File: config.mk
export PLATFORM = sky130hd
export DESIGN_NAME = mux4way_merge
export DESIGN_NICKNAME = d
export VERILOG_FILES = /design/src/rtl/mux4way_merge_pkg.sv /design/src/rtl/mux4way_merge_rr_arbiter4.sv /design/src/rtl/mux4way_merge.sv
export SDC_FILE = /design/constraint.sdc
export NUM_CORES = 1
export LEC_CHECK = 0
export CAP_MARGIN = 25
export CORE_MARGIN = 8
export CORE_UTILIZATION = 38
export DETAILED_ROUTE_END_ITERATION = 10
export PLACE_DENSITY = 0.74
export SLEW_MARGIN = 10
export SYNTH_ARGS = -nofsm -noshare
export SYNTH_HDL_FRONTEND = slang
export SYNTH_SLANG_ARGS = --single-unit
export TNS_END_PERCENT = 20
File: constraint.sdc
create_clock -name clk -period 2.9 [get_ports clk]
set_input_delay 0.435 -clock clk [delete_from_list [all_inputs] [get_ports clk]]
set_output_delay 0.435 -clock clk [all_outputs]
set_load 0.01 [all_outputs]
File: src/rtl/mux4way_merge_pkg.sv
// Shared constants and helpers for the 4-way stream merger.
// Optional packet lock is enabled with MUX4WAY_LOCK_EN.
package mux4way_merge_pkg;

    localparam int NUM_WAYS  = 4;
    localparam int SEL_W     = 2;
    localparam int DEF_WIDTH = 16;

    typedef logic [SEL_W-1:0] way_t;

    function automatic logic [NUM_WAYS-1:0] way_onehot(input way_t w);
        logic [NUM_WAYS-1:0] oh;
        oh    = '0;
        oh[w] = 1'b1;
        return oh;
    endfunction

endpackage

File: src/rtl/mux4way_merge_rr_arbiter4.sv
// Combinational round-robin arbiter: first requesting way at or after rr_ptr,
// wrapping mod 4. Produces one-hot grant (or zero) plus encoded index.
module rr_arbiter4
    import mux4way_merge_pkg::*;
(
    input  logic [NUM_WAYS-1:0] request,
    input  way_t                rr_ptr,
    output logic [NUM_WAYS-1:0] grant,
    output way_t                index
);

    logic found;
    way_t w;

    always_comb begin
        grant = '0;
        index = '0;
        found = 1'b0;
        w     = '0;
        for (int k = 0; k < NUM_WAYS; k++) begin
            w = rr_ptr + way_t'(k);
            if (!found && request[w]) begin
                found    = 1'b1;
                grant[w] = 1'b1;
                index    = w;
            end
        end
    end

endmodule

File: src/rtl/mux4way_merge.sv
// 4-to-1 valid/ready stream merger with round-robin arbitration and one
// output register. Define MUX4WAY_LOCK_EN to hold the grant for a whole packet.
module mux4way_merge
    import mux4way_merge_pkg::*;
#(
    parameter int WIDTH = DEF_WIDTH
) (
    input  logic                      clk,
    input  logic                      rst_n,
    input  logic [NUM_WAYS*WIDTH-1:0] in_data,
    input  logic [NUM_WAYS-1:0]       in_valid,
    input  logic [NUM_WAYS-1:0]       in_last,
    output logic [NUM_WAYS-1:0]       in_ready,
    output logic [WIDTH-1:0]          out_data,
    output logic [SEL_W-1:0]          out_sel,
    output logic                      out_last,
    output logic                      out_valid,
    input  logic                      out_ready
);

    logic [NUM_WAYS-1:0][WIDTH-1:0] way_data;
    logic [NUM_WAYS-1:0]            request;
    logic [NUM_WAYS-1:0]            grant;
    way_t                           rr_ptr;
    way_t                           arb_ptr;
    way_t                           index;
    logic                           load_en;
    logic                           accept;

    assign way_data = in_data;
    assign load_en  = ~out_valid | out_ready;
    assign in_ready = grant & {NUM_WAYS{load_en}};
    assign accept   = |in_ready;

`ifdef MUX4WAY_LOCK_EN
    logic lock;

    // While locked, out_sel still names the way that opened the packet,
    // since only that way can have been accepted since.
    assign request = lock ? (in_valid & way_onehot(out_sel)) : in_valid;
    assign arb_ptr = lock ? out_sel : rr_ptr;

    always_ff @(posedge clk or negedge rst_n) begin
        if (!rst_n)
            lock <= 1'b0;
        else if (accept)
            lock <= ~in_last[index];
    end
`else
    assign request = in_valid;
    assign arb_ptr = rr_ptr;
`endif

    rr_arbiter4 u_arb (
        .request (request),
        .rr_ptr  (arb_ptr),
        .grant   (grant),
        .index   (index)
    );

    always_ff @(posedge clk or negedge rst_n) begin
        if (!rst_n) begin
            out_valid <= 1'b0;
            out_data  <= '0;
            out_sel   <= '0;
            out_last  <= 1'b0;
            rr_ptr    <= '0;
        end else if (accept) begin
            out_valid <= 1'b1;
            out_data  <= way_data[index];
            out_sel   <= index;
            out_last  <= in_last[index];
`ifdef MUX4WAY_LOCK_EN
            if (in_last[index])
                rr_ptr <= index + 2'd1;
`else
            rr_ptr    <= index + 2'd1;
`endif
        end else if (out_ready) begin
            out_valid <= 1'b0;
        end
    end

endmodule
# Word level (Yosys, flattened, before mapping)
# Cells that the tools add are included.
# op_classes
n_mux	33
n_reduce_logical	12
n_addsub	4
magnitude_cmp	9
bitwise	6
# ops
op	n
$bmux 16 s2	1
$mux 16	1
$mux 4	4
$lt 2x3->1 const B	5
$mux 1	14
$or 4x4->4	3
$bmux 1 s2	5
$demux 1 s2	4
$ge 2x1->1 const B	4
$mux 2	4
$logic_and 1x1->1	7
$add 2x1->2 const B	2
$add 2x2->2 const B	2
$and 4x4->4	1
$reduce_or 4->1	1
$logic_not 1->1	3
$reduce_bool 2->1	1
$not 1->1	1
$or 1x1->1	1
# totals
input_bits	75
ff_bits	22
out_inout_bits	24
word_cells	69

# Depth between registers and ports, before layout
# depth
depth_word	15
ltp_mapped	12

# Hierarchy
# A second synthesis with hierarchy kept.
# hier_totals
hier_cells	142
area_unflattened_um2	1831.8
# by_module_without_submodules
module	seq_area_each_um2	cells_each	area_per_inst_um2	n_inst
mux4way_merge	550.5	77	1342.5	1
rr_arbiter4	0.0	65	489.2	1

# Worst setup path before layout
# No wires, ideal clock.
# synth_path
kind	flip-flop to flip-flop
startpoint	register rr_ptr[1] (netlist: arb_ptr[1])
endpoint	register out_data[10]
required_ns	2.775
arrival_ns	3.042
stages_incl_launch_ff	12
path_slack_ns	-0.267
period_less_slack_ns	3.167
n_path_buf	3
cell_sequence	dfrtp_1 -> clkbuf_1 -> inv_1 -> ha_1 -> buf_2 -> mux2_1 -> a31o_1 -> a221oi_2 -> o22ai_1 -> o32ai_4 -> buf_6 -> mux2_4
# synth_via
elab_chain_len	14
elab_cells_between_ends	55
cone_classes	3 x add/sub; 8 x order compare; 29 x mux; 4 x bitwise; 11 x reduce/logical
# synth_rtl
item	line_no	source
start, declared	mux4way_merge.sv:24	way_t rr_ptr;
start signal, assigned	mux4way_merge.sv:77	rr_ptr <= index + 2'd1;
parallel branches: the longest is 14 deep, another holds $lt 2x3->1	-	
end signal, assigned	mux4way_merge.sv:70	out_data <= way_data[index];
end, declared	mux4way_merge.sv:14	output logic [WIDTH-1:0] out_data,
# Parallel ways; which one is timed is not known. The select of a mux whose other input is x is not followed.
# A chain may end at the register's enable or synchronous reset.

# Worst setup path in the final report
# layout_path
startpoint	register rr_ptr[0] (netlist: arb_ptr[0])
endpoint	register out_sel[1]
# layout_via
elab_chain_len	14
elab_cells_between_ends	53
cone_classes	3 x add/sub; 8 x order compare; 27 x mux; 4 x bitwise; 11 x reduce/logical
# layout_rtl
item	line_no	source
parallel branches: the longest is 14 deep, another holds $lt 2x3->1	-	
end signal, assigned	mux4way_merge.sv:71	out_sel <= index;
end, declared	mux4way_merge.sv:15	output logic [SEL_W-1:0] out_sel,
# Parallel ways; which one is timed is not known. The select of a mux whose other input is x is not followed.

==> results.yml <==
clock_network:
  path_clk_slew_ns: 0.09
  root_buffer: "clkbuf_8"
  cts_buffers: 3
  cts_tree: "built"
  insertion_delay_ns: 0.26
  htree_levels: 1
  cts.sinks: 22
  cts_hold_buffers: 0
  clockBufferDepth: 2
placement:
  postPlaceCellArea_um2: 3370
  placedCellCount: 376
  dpl.hpwl_um: 5110
  portBuffers: 98
  place_congestion: 0.866
synthesis:
  synthXorXnorAreaFrac_pct: 0.412
  synth_top_family_by_area: "multiplexers"
  postSynth.asyncResetShare_pct: 100
  synth.distinct_cells: 36
  synth_top_area_cell: "mux2i_1"
  synth-simple-area-share_pct: 9.41
  muxShareOfSynthArea_pct: 43.7
  yosys_register_bits: 22
  synth_enable_flop_cells: 0
  synth_area_leaders: "mux2i_1, dfrtp_1, mux2_4, ha_1, mux4_2"
  syn_avg_cell_area_um2: 10.8
  yosys.area_share.adder_pct: 4.12
  syn_nets: 279
  synth_ff_type: "dfrtp_1"
  synth_seq_area_share_pct: 25.9
  synth_warnings: 0
  syn_area_um2: 2130
  synth_compound_area_share_pct: 10.7
  synth_top_area_share_pct: 26.8
  syn_inst: 197
sta:
  slew_headroom_pct: 61.4
  final.setup.tns_ns: 0
  fin_crit_sh_pct: 98.1
  setup_violations: 0
  rsz0062_at_grt: "yes"
  timing.fmax_ghz: 0.351
  worst_pin_slew_ns: 0.577
  finalCriticalPeriod_ns: 2.85
  slew_violations: 0
  skew_ns: 0.00917
  finalHoldViolCount: 0
layout:
  final_common_cell: "clkdlybuf4s50_1"
  syn2layout_area_growth_pct: 64.9
  layoutNonFillerInstCount: 383
  design_area_um2: 3510
  num-nets-final: 394
  layout_common_cells: "clkdlybuf4s50_1, mux2i_1, buf_4, dfrtp_1, mux2_4"
  diodes: 0
  drive_gt1_share_pct: 25.7
  n_fill_cell: 478
die:
  num_rows: 27
  die_height_um: 90.8
  die_w_um: 90.8
  core_area_um2: 5470
  initial_core_util_pct: 38.9
  die_area_um2: 8250
  ios: 99
route:
  wl_um: 6150
  detail_route.first_pass.iterations: 4
  wl_per_cell_um: 16.0
  vias_per_cell: 5.10
  detail_route.iter0.violations: 36
  num_vias: 1953
  drt_drc_violations_left: 0
  ant_nets: 0
critical_path:
  cp.arrival_ns: 2.99
  required_ns: 3.05
  critical_path_class: "reg2reg"
  cp-start-kind: "flop"
  r2r_start: "arb_ptr[0]"
  cp-end-kind: "flop"
  r2r_end: "out_sel[1]"
  r2r_cells: 9
  r2r_slack_ns: 0.05
  crit_fanout: 20
flow_run:
  drv_cap: 0
status:
  outcome: "finished clean"
global_routing:
  grt_max_degree: 28
  grt_pass1_vias: 2088
  grtUsageMet2_pct: 25.5
  track_usage_pct: 14.6
  grtUsageMet1_pct: 16.5
  busiest_layer: "met2"
  use_met3_pct: 5.32
  grt_first_pass_wirelength_um: 10100
  antenna_found_initial: 0
  overflow: 0
hold_path:
  min_from: "out_data[1]"
  hp-class: "reg2reg"
  hold_depth: 1
  min_to: "out_data[1]"
pwr:
  ir_worst_vdd_mv: 0.537
  p_leak_nw: 1.58
  power_density_nw_per_um2: 1150
report_power, final:
group | switching, mW | total, mW | internal [mW] | leakage (nW)
Sequential | 0.0918 | 0.575 | 0.483 | 0.253
Combinational | 1.35 | 3.17 | 1.82 | 1.29
Clock | 0.103 | 0.288 | 0.184 | 0.0357
Total | 1.55 | 4.03 | 2.48 | 1.58
critical path, stage by stage, from the launching register on:
cell and delay, ns:
dfrtp_1 0.40, buf_8 0.19, mux4_2 0.56, a31o_1 0.22
a221oi_2 0.23, buf_4 0.16, o22ai_2 0.08, o32ai_4 0.33
buf_12 0.23, mux2_4 0.31
logic make-up (layout without fill, tap and decap cells):
family / Yosys count / after routing
AOI/OAI and AO/OA: 29 / 29
muxes: 80 / 80
DFF: 22 / 22
buffers and inverters: 24 / 138
and+or+nand+nor: 34 / 34
xor gates and xnor gates: 1 / 1
adders and majority gates: 7 / 7
per-stage QoR:
step,hold WS [ns],total power [mW],utilization (%),worst slack (ns)
3_3_place_gp,0.492,3.64,61.5,-0.291
5_1_grt,0.535,4.31,64.1,-0.0884
4_1_cts,0.520,4.01,63.8,0.00319
2_1_floorplan,0.139,2.65,-,0.00816
3_5_place_dp,0.491,3.67,61.5,-0.392
6_report,0.512,4.03,64.1,0.0545
metal layers:
layer | vias up | part of all wire [%]
li1 | 961 | -
met1 | 924 | 40
met2 | 64 | 52
met3 | 4 | 7.3
met4 | 0 | 0.67
met5 | - | 0
worst max path at each step:
stage,to,depth (start not counted),from
CTS,in_ready[0],8,in_valid[0]
global placement,in_ready[1],8,in_valid[2]
floorplan,out_data[10],11,arb_ptr[0]
detailed placement,in_ready[1],8,in_valid[2]
global route,out_sel[1],9,arb_ptr[0]
finish,out_sel[1],9,arb_ptr[0]
Yosys cell counts (3+ instances only):
cell and instances:
clkbuf_1 5, a21oi_1 5, ha_1 7, nor4_1 4
nand2_1 4, mux2_4 18, mux4_2 3, mux2i_1 57
buf_2 8, dfrtp_1 22, nand2b_1 3, o21ai_0 5
o22ai_1 6, nor2_1 9, nor2b_1 3, buf_6 3
inv_1 8
cell type report:
type / count / area [um^2] / share of cell area, %
clock buffer: 3 / 41.3 / 1.18
inverter: 8 / 30.0 / 0.856
multi-input combinational: 151 / 1550 / 44.1
tap: 72 / 90.1 / 2.57
timing repair buffer: 126 / 1220 / 34.7
sequential: 22 / 552 / 15.7
clock inverter: 1 / 30.0 / 0.856
flip-flops by register name, indices dropped and copies added, names as in the netlist:
name       cells
out_last       1
arb_ptr        2
out_sel        2
out_data      16
out_valid      1
repair_timing:
action	CTS	global route
setup buffers	1	2
setup endpoints to repair	20	20
resized for setup	20	12
pin swaps	2	7
No activity file was read; power rests on OpenSTA's default activity.
